### src/rtl/sipo_deserializer_if.sv
// sipo_deserializer_if: serial input, clear and parallel valid/ready output bundle of the deserializer.
interface sipo_deserializer_if #(parameter int WIDTH = 4);
    logic                     clr;
    logic                     ser_in;
    logic                     ser_valid;
    logic                     out_ready;
    logic [WIDTH-1:0]         out_data;
    logic                     out_valid;
    logic                     busy;
    logic [$clog2(WIDTH):0]   bit_cnt;
    logic                     overrun;
    modport master (
        input  clr, ser_in, ser_valid, out_ready,
        output out_data, out_valid, busy, bit_cnt, overrun
    );
    modport slave (
        output clr, ser_in, ser_valid, out_ready,
        input  out_data, out_valid, busy, bit_cnt, overrun
    );
endinterface

### src/rtl/sipo_deserializer.sv
// sipo_deserializer: assembles qualified serial bits into WIDTH-bit words held behind a valid/ready handshake.
module sipo_deserializer #(
    parameter int WIDTH     = 4,
    parameter bit MSB_FIRST = 1
) (
    input logic                  clk,
    input logic                  reset,
    sipo_deserializer_if.master  bus
);
    localparam int CW = $clog2(WIDTH) + 1;
    localparam logic [0:0] IDLE  = 1'b0;
    localparam logic [0:0] SHIFT = 1'b1;
    logic [WIDTH-1:0] sr, next_sr;
    logic [CW-1:0]    cnt;
    logic [0:0]       state;
    logic             last, load;
    always_comb begin
        next_sr = MSB_FIRST ? {sr[WIDTH-2:0], bus.ser_in} : {bus.ser_in, sr[WIDTH-1:1]};
        state   = (cnt == '0) ? IDLE : SHIFT;
        last    = !bus.clr && bus.ser_valid && cnt == CW'(WIDTH - 1);
        // a completed word only lands if the holding register is free or emptied on this edge
        load    = last && (!bus.out_valid || bus.out_ready);
    end
    assign bus.busy    = state == SHIFT;
    assign bus.bit_cnt = cnt;
    always_ff @(posedge clk or negedge reset) begin
        if (!reset) begin
            sr            <= '0;
            cnt           <= '0;
            bus.overrun   <= 1'b0;
            bus.out_data  <= '0;
            bus.out_valid <= 1'b0;
        end else begin
            if (bus.clr) begin
                sr          <= '0;
                cnt         <= '0;
                bus.overrun <= 1'b0;
            end else if (bus.ser_valid) begin
                sr  <= next_sr;
                cnt <= last ? '0 : cnt + CW'(1);
                if (last && !load) bus.overrun <= 1'b1;
            end
            if (load) begin
                bus.out_data  <= next_sr;
                bus.out_valid <= 1'b1;
            end else if (bus.out_valid && bus.out_ready) begin
                bus.out_valid <= 1'b0;
            end
        end
    end
endmodule

### src/flat_wrapper.sv
// flat-port wrapper written by rule: the top's interface ports become plain ports
module sipo_deserializer_flat 
#(
    parameter int WIDTH     = 4,
    parameter bit MSB_FIRST = 1
)
  (clk, reset, bus_clr, bus_ser_in, bus_ser_valid, bus_out_ready, bus_out_data, bus_out_valid, bus_busy, bus_bit_cnt, bus_overrun);
  sipo_deserializer_if #(.WIDTH(WIDTH)) bus_i ();
  input logic clk;
  input logic reset;
  input wire logic [$bits(bus_i.clr)-1:0] bus_clr;
  input wire logic [$bits(bus_i.ser_in)-1:0] bus_ser_in;
  input wire logic [$bits(bus_i.ser_valid)-1:0] bus_ser_valid;
  input wire logic [$bits(bus_i.out_ready)-1:0] bus_out_ready;
  output wire logic [$bits(bus_i.out_data)-1:0] bus_out_data;
  output wire logic [$bits(bus_i.out_valid)-1:0] bus_out_valid;
  output wire logic [$bits(bus_i.busy)-1:0] bus_busy;
  output wire logic [$bits(bus_i.bit_cnt)-1:0] bus_bit_cnt;
  output wire logic [$bits(bus_i.overrun)-1:0] bus_overrun;
  assign bus_i.clr = bus_clr;
  assign bus_i.ser_in = bus_ser_in;
  assign bus_i.ser_valid = bus_ser_valid;
  assign bus_i.out_ready = bus_out_ready;
  assign bus_out_data = bus_i.out_data;
  assign bus_out_valid = bus_i.out_valid;
  assign bus_busy = bus_i.busy;
  assign bus_bit_cnt = bus_i.bit_cnt;
  assign bus_overrun = bus_i.overrun;
  sipo_deserializer #(.WIDTH(WIDTH), .MSB_FIRST(MSB_FIRST)) u_core (.clk(clk), .reset(reset), .bus(bus_i));
endmodule
### config.mk
export PLATFORM = sky130hd
export DESIGN_NAME = sipo_deserializer_flat
export DESIGN_NICKNAME = d
export VERILOG_FILES = /design/src/rtl/sipo_deserializer_if.sv /design/src/rtl/sipo_deserializer.sv /design/src/flat_wrapper.sv
export SDC_FILE = /design/constraint.sdc
export NUM_CORES = 1
export LEC_CHECK = 0
export ABC_AREA = 1
export CAP_MARGIN = 0
export CELL_PAD_IN_SITES_DETAIL_PLACEMENT = 1
export CELL_PAD_IN_SITES_GLOBAL_PLACEMENT = 1
export CORE_AREA = 4 4 47 49
export DETAILED_ROUTE_END_ITERATION = 10
export DIE_AREA = 0 0 51 53
export GPL_TIMING_DRIVEN = 1
export HOLD_SLACK_MARGIN = 0.1
export PLACE_DENSITY_LB_ADDON = 0.1
export REMOVE_ABC_BUFFERS = 1
export SYNTH_ARGS = -nofsm -noshare
export SYNTH_HDL_FRONTEND = slang
export SYNTH_SLANG_ARGS = --single-unit
### constraint.sdc
create_clock -name clk -period 1.4 [get_ports clk]
set_input_delay 0.21 -clock clk [delete_from_list [all_inputs] [get_ports clk]]
set_output_delay 0.21 -clock clk [all_outputs]
set_load 0.02 [all_outputs]
==> out/metrics.yaml, run 1 <==
drv_slew: 0
io_buffer_count: 15
grt_antenna_before_repair: 0
path_class: "reg -> out"
io_pins: 16
die_y_um: 53
p_sw_share_pct: 26.6
place_congestion: 0.668
synth_area_um2: 579
n_antenna_cell: 0
clk_pin_slew_ns: 0.08
dpl.hpwl_um: 956
postRouteAntennaNets: 0
nNetsFinal: 92
rr_startpoint: "u_core.bus.bit_cnt[0]"
clock.fmax_ghz: 0.760
reg2reg_setup_slack_ns: 0.19
grt_pass1_vias: 485
cts_resized: 13
wl_per_cell_um: 11.1
syn_inst: 58
start_util_pct: 31.1
grt_setup_unrepaired: "no"
first_pass_iters: 2
final_layout_size_suffix_gt1_share_pct: 32.5
hold_buffers: 0
outcome: "complete, no violations"
avgSynthCellArea_um2: 9.99
ys_types: 17
fin_skew_ns: 0.00162
dieWidth_um: 51
synth_top_area_share_pct: 51.8
critPathMaxFanout: 2
cts_setup_buffers: 0
area_delta_synth_final_pct: 43.0
track_usage_pct: 11.0
layout_setup_ws_ns: 0.0842
fin_crit_ns: 1.32
maxSlewHeadroom_pct: 85.5
grt_max_degree: 13
p_per_area_mw_per_mm2: 955
ys_ff_latch: 12
crit_path_end_kind: "output port"
finalHoldViolCount: 0
remaining_drc_errors: 0
die_area_mm2: 0.00270
setup_viol_count_final: 0
root_buffer: "clkbuf_4"
vias: 480
ys_seq_area_share_pct: 51.8
p_seq_share_pct: 46.9
p_leak_nw: 0.452
fp.coreArea_mm2: 0.00186
initialDrtViolationCount: 4
tritoncts: "yes"
drv_cap: 0
combinationalPowerShare_pct: 17.7
crit_required_ns: 1.19
gr-total-overflow: 0
yosysTopAreaCell: "dfrtp_1"
htree_levels: 1
insertion_delay_ns: 0.28
worstMarginPinSlew_ns: 0.217
worst_hold_slack_ns: 0.229
clockBufferDepth: 2
ir_drop_uv: 605
r2r_cells: 7
p_clk_share_pct: 35.4
pre_cts_slack_ns: -0.0358
numCtsBuffers: 3
worstReg2RegEnd: "u_core.bus.out_data[0]"
power.net_switching_uw: 210
intPower_uw: 581
min_path_type: "in -> async"
grt_first_pass_wirelength_mm: 2.16
wirelength_mm: 1.22
arrival_ns: 1.11
ys_top_cells_by_area: "dfrtp_1 52%, nand2_1 8.4%, o21ai_2 6.0%, inv_1 4.5%, ha_1 4.3%"
clock-sinks: 12
start_kind: "flop"
yosys_warnings: 0
finalCritPeriodShare_pct: 94.0
fp-row-count: 16
crit_start: "u_core.bus.bit_cnt[0]"
crit_end: "bus_bit_cnt[0]"
viasPerCell: 4.36
-- cells by family (layout without fill, tap and decap cells) --
family,Yosys count,after routing,synth area share [%]
AND/OR/NAND/NOR,28,28,29.2
flip-flops,12,12,51.8
buffers and inverters,10,35,6.70
adder cells (fa/ha/maj),2,2,4.32
AO/OA/AOI/OAI,6,6,7.99
-- cells in the final DEF, fill, tap and decap left out --
cell type,synthesis,final
buf_2,0,1
buf_4,0,6
clkbuf_4,0,3
clkbuf_8,0,1
clkdlybuf4s50_1,0,5
clkinv_2,1,1
dfrtp_1,12,12
dlygate4sd2_1,0,9
ha_1,2,2
inv_1,7,7
inv_2,2,2
nand2_1,13,13
nand2_2,4,4
nand2_4,1,1
nand3_1,1,1
nand3_2,2,2
nand3_4,1,1
nand4_1,4,4
nor2_4,1,1
nor3_1,1,1
o21ai_0,1,1
o21ai_2,4,4
o22ai_1,1,1
-- per-stage QoR --
step | cells | TNS [ns] | area (µm²) | total power [mW] | utilization [%]
2_1_floorplan | 58 | 0 | 579 | 0.448 | -
3_3_place_gp | 106 | -0.0230 | 808 | 0.533 | 43.4
3_5_place_dp | 106 | -0.0358 | 808 | 0.535 | 43.4
4_1_cts | 110 | 0 | 828 | 0.810 | 44.5
5_1_grt | 110 | 0 | 828 | 0.843 | 44.5
6_report | 110 | 0 | 828 | 0.791 | 44.5
-- critical path: stages, from the launching register on --
cell and delay, ns:
dfrtp_1 0.38, buf_4 0.14, dlygate4sd2_1 0.31
-- cell usage after synthesis --
cell type and number:
nand2_4 1, ha_1 2, nor2_4 1, nand4_1 4, nand2_2 4, nand3_4 1, o21ai_2 4, nand3_2 2
o21ai_0 1, clkinv_2 1, inv_2 2, o22ai_1 1, inv_1 7, nand2_1 13, nand3_1 1, dfrtp_1 12
nor3_1 1
-- layer usage --
layer | routed length (µm) | vias to the layer above | track usage (%)
met4 | 27 | 0 | 5.38
li1 | - | 238 | -
met3 | 79 | 4 | 4.23
met5 | 0 | - | 0
met1 | 577 | 226 | 13.5
met2 | 533 | 12 | 16.7
-- flip-flops by register name, indices dropped and copies added, names as in the netlist --
register and count:
u_core.bus.overrun 1, u_core.bus.bit_cnt 3, u_core.bus.out_data 4, u_core.bus.out_valid 1
u_core.sr 3
-- worst min path at each step --
stage                                   to              startpoint
floorplan            u_core.bus.bit_cnt[0]                   reset
global placement    u_core.bus.out_data[1]  u_core.bus.out_data[1]
detailed placement      u_core.bus.overrun      u_core.bus.overrun
CTS                  u_core.bus.bit_cnt[0]                   reset
global route                  u_core.sr[1]                   reset
finish               u_core.bus.bit_cnt[2]                   reset
-- power by group through the flow --
stage | sequential [mW] | clock, mW | combinational [mW]
6_report | 0.371 | 0.280 | 0.140
5_1_grt | 0.373 | 0.314 | 0.156
2_1_floorplan | 0.396 | 0 | 0.0523
3_5_place_dp | 0.378 | 0 | 0.157
4_1_cts | 0.371 | 0.295 | 0.144
3_3_place_gp | 0.378 | 0 | 0.156
-- layout make-up --
type                       instances  area, µm²
sequential                        12        300
timing repair buffer              21        179
multi-input combinational         36        240
clock buffer                       4       36.3
tap                               27       33.8
inverter                          10       38.8
fill                             232       1030
Note: power is estimated with default switching activity, not from simulation.
==> inputs of run 2 (changes only) <==
Settings changed: HOLD_SLACK_MARGIN 0.1 to 0.06.
Clock period 1.4 ns to 1.25 ns, I/O delays scaled along.
==> out/metrics.yaml, run 2 (synthesized netlist as in run 1, its figures left out) <==
pre_cts_slack_ns: -0.167  # -0.132 ns
insertion_delay_ns: 0.27  # about the same
numCtsBuffers: 3  # unchanged
arrival_ns: 1.03  # -0.08 ns
n_antenna_cell: 0  # unchanged
drv_slew: 0  # unchanged
r2r_cells: 7  # unchanged
track_usage_pct: 11.7  # +0.70 points
grt_max_degree: 13  # unchanged
finalHoldViolCount: 0  # unchanged
slowest_stage: "dfrtp_1"
reg2reg_setup_slack_ns: 0.09  # -0.10 ns
final_layout_size_suffix_gt1_share_pct: 43.2  # +11 points
grt_first_pass_wirelength_mm: 2.24  # +3.8%
outcome: "complete, no violations"
crit_chain: "inv_2, ha_4, nand2_2, buf_6"
io_pins: 16  # unchanged
vias: 506  # +5.4%
gr-total-overflow: 0  # unchanged
critPathMaxFanout: 2  # unchanged
fillers: 226  # -2.6%
ir_drop_uv: 702  # +16%
postRouteAntennaNets: 0  # unchanged
grt_setup_unrepaired: "yes"
start_util_pct: 31.1  # unchanged
fin_crit_ns: 1.22
die_area_mm2: 0.00270  # unchanged
p_per_area_mw_per_mm2: 1030  # +7.5%
cp_num_cells: 4  # +2
worstMarginPinSlew_ns: 0.215  # -0.00122 ns
first_pass_iters: 1  # -1
rr_startpoint: "u_core.bus.bit_cnt[0]"
top_register: "u_core.bus.out_data"
initialDrtViolationCount: 0  # -4
clock-sinks: 12  # unchanged
hold_buffers: 0  # unchanged
tritoncts: "yes"
dieWidth_um: 51  # unchanged
p_sw_share_pct: 26.1  # -0.46 points
htree_levels: 1  # unchanged
io_buffer_count: 15  # unchanged
viasPerCell: 4.40  # +0.83%
clock.fmax_ghz: 0.820
p_clk_share_pct: 33.9  # -1.5 points
power_uw: 904  # +14%
power.net_switching_uw: 236  # +12%
p_seq_share_pct: 46.0  # -0.9 points
path_class: "reg -> out"
combinationalPowerShare_pct: 20.1  # +2.4 points
crit_family: "flip-flops"
placed_cell_area_um2: 838  # +3.7%
p_leak_nw: 0.473  # +4.8%
design_area_um2: 881  # +6.3%
min_path_type: "in -> async"
wl_per_cell_um: 11.3  # +1.9%
die_y_um: 53  # unchanged
grt_antenna_before_repair: 0  # unchanged
finalCritPeriodShare_pct: 97.6
dp.cells: 110  # +3.8%
clockBufferDepth: 2  # unchanged
remaining_drc_errors: 0  # unchanged
root_buffer: "clkbuf_4"
maxSlewHeadroom_pct: 85.6  # about the same
start_kind: "flop"
dpl.hpwl_mm: 1.02  # +6.5%
wirelength_mm: 1.30  # +6.6%
layout_common_cells: "12 x nand2_1, 12 x dfrtp_1, 11 x buf_4"
grt_pass1_vias: 486  # +0.21%
fp.coreArea_mm2: 0.00186  # unchanged
largest_register_ffs: 4  # unchanged
crit_path_end_kind: "output port"
cp_num_buf_inv: 2  # unchanged
setup_viol_count_final: 0  # unchanged
fp-row-count: 16  # unchanged
finish.utilization_pct: 47.3  # +2.8 points
intPower_uw: 668  # +15%
critical_path.max_stage_delay_ns: 0.39  # about the same
area_delta_synth_final_pct: 52.1
fin_skew_ns: 0.00241  # +0.000793 ns
layout_setup_ws_ns: 0.0298  # -0.0545 ns
drv_cap: 0  # unchanged
nNetsFinal: 97  # +5.4%
clk_pin_slew_ns: 0.08  # about the same
worstReg2RegEnd: "u_core.bus.out_data[0]"
final_cells: 115  # +4.5%
crit_required_ns: 1.06  # -0.13 ns
place_congestion: 0.667  # -0.21%
==> run 2: cell count changes in the layout (fill, tap and decap cells not counted), sizes merged <==
cell,before,now
inv,9,10
buf,7,14
clkinv,1,0
dlygate4sd2,9,7
==> run 2: per-stage QoR <==
step | setup TNS [ns] | hold slack (ns)
after floorplan | 0 | -0.108
after global routing | -0.0232 | 0.225
after detailed placement | -0.167 | 0.476
after global placement | -0.150 | 0.467
after CTS | 0 | 0.207
final | 0 | 0.204
==> run 2: final cells by class <==
cell class	count	area, µm²	area share, %
Timing Repair Buffer	26	215	24.4
Multi-Input combinational cell	36	255	29.0
Inverter	10	40.0	4.55
Tap cell	27	33.8	3.84
Sequential cell	12	300	34.1
Clock buffer	4	36.3	4.12
==> run 2: worst max path at each step <==
stage / from / end / slack, ns
3_3_place_gp: u_core.bus.bit_cnt[0] / bus_busy / -0.15
4_1_cts: u_core.bus.bit_cnt[0] / bus_busy / 0.001
5_1_grt: u_core.bus.bit_cnt[0] / bus_busy / -0.02
6_report: u_core.bus.bit_cnt[0] / bus_busy / 0.03
2_1_floorplan: u_core.bus.bit_cnt[0] / bus_busy / 0.13
3_5_place_dp: u_core.bus.bit_cnt[0] / bus_busy / -0.17
==> run 2: per-layer routing <==
metal | vias up | wire length, µm | GRT usage (%) | part of all wire, %
li1 | 248 | - | - | -
met1 | 244 | 587 | 13.8 | 45
met2 | 12 | 608 | 17.8 | 47
met3 | 2 | 86 | 5.63 | 6.6
met4 | 0 | 17 | 5.38 | 1.3
met5 | - | 0 | 0 | 0
==> run 2: power by group through the flow <==
stage	Combinational, mW	Clock [mW]	Sequential, mW
3_5_place_dp	0.181	0	0.424
6_report	0.181	0.306	0.416
2_1_floorplan	0.0585	0	0.444
3_3_place_gp	0.180	0	0.423
5_1_grt	0.201	0.343	0.419
4_1_cts	0.176	0.321	0.417
==> run 2: repair_timing <==
action,in CTS,in global routing
resized for setup,21,6
setup endpoints to repair,10,9
pin swaps,1,0
setup buffers,0,1
==> inputs of run 3 (changes only) <==
Settings changed: SLEW_MARGIN set to 20.
==> results of run 3 <==
No change in the layout: final DEF, timing and power equal those of run 2.
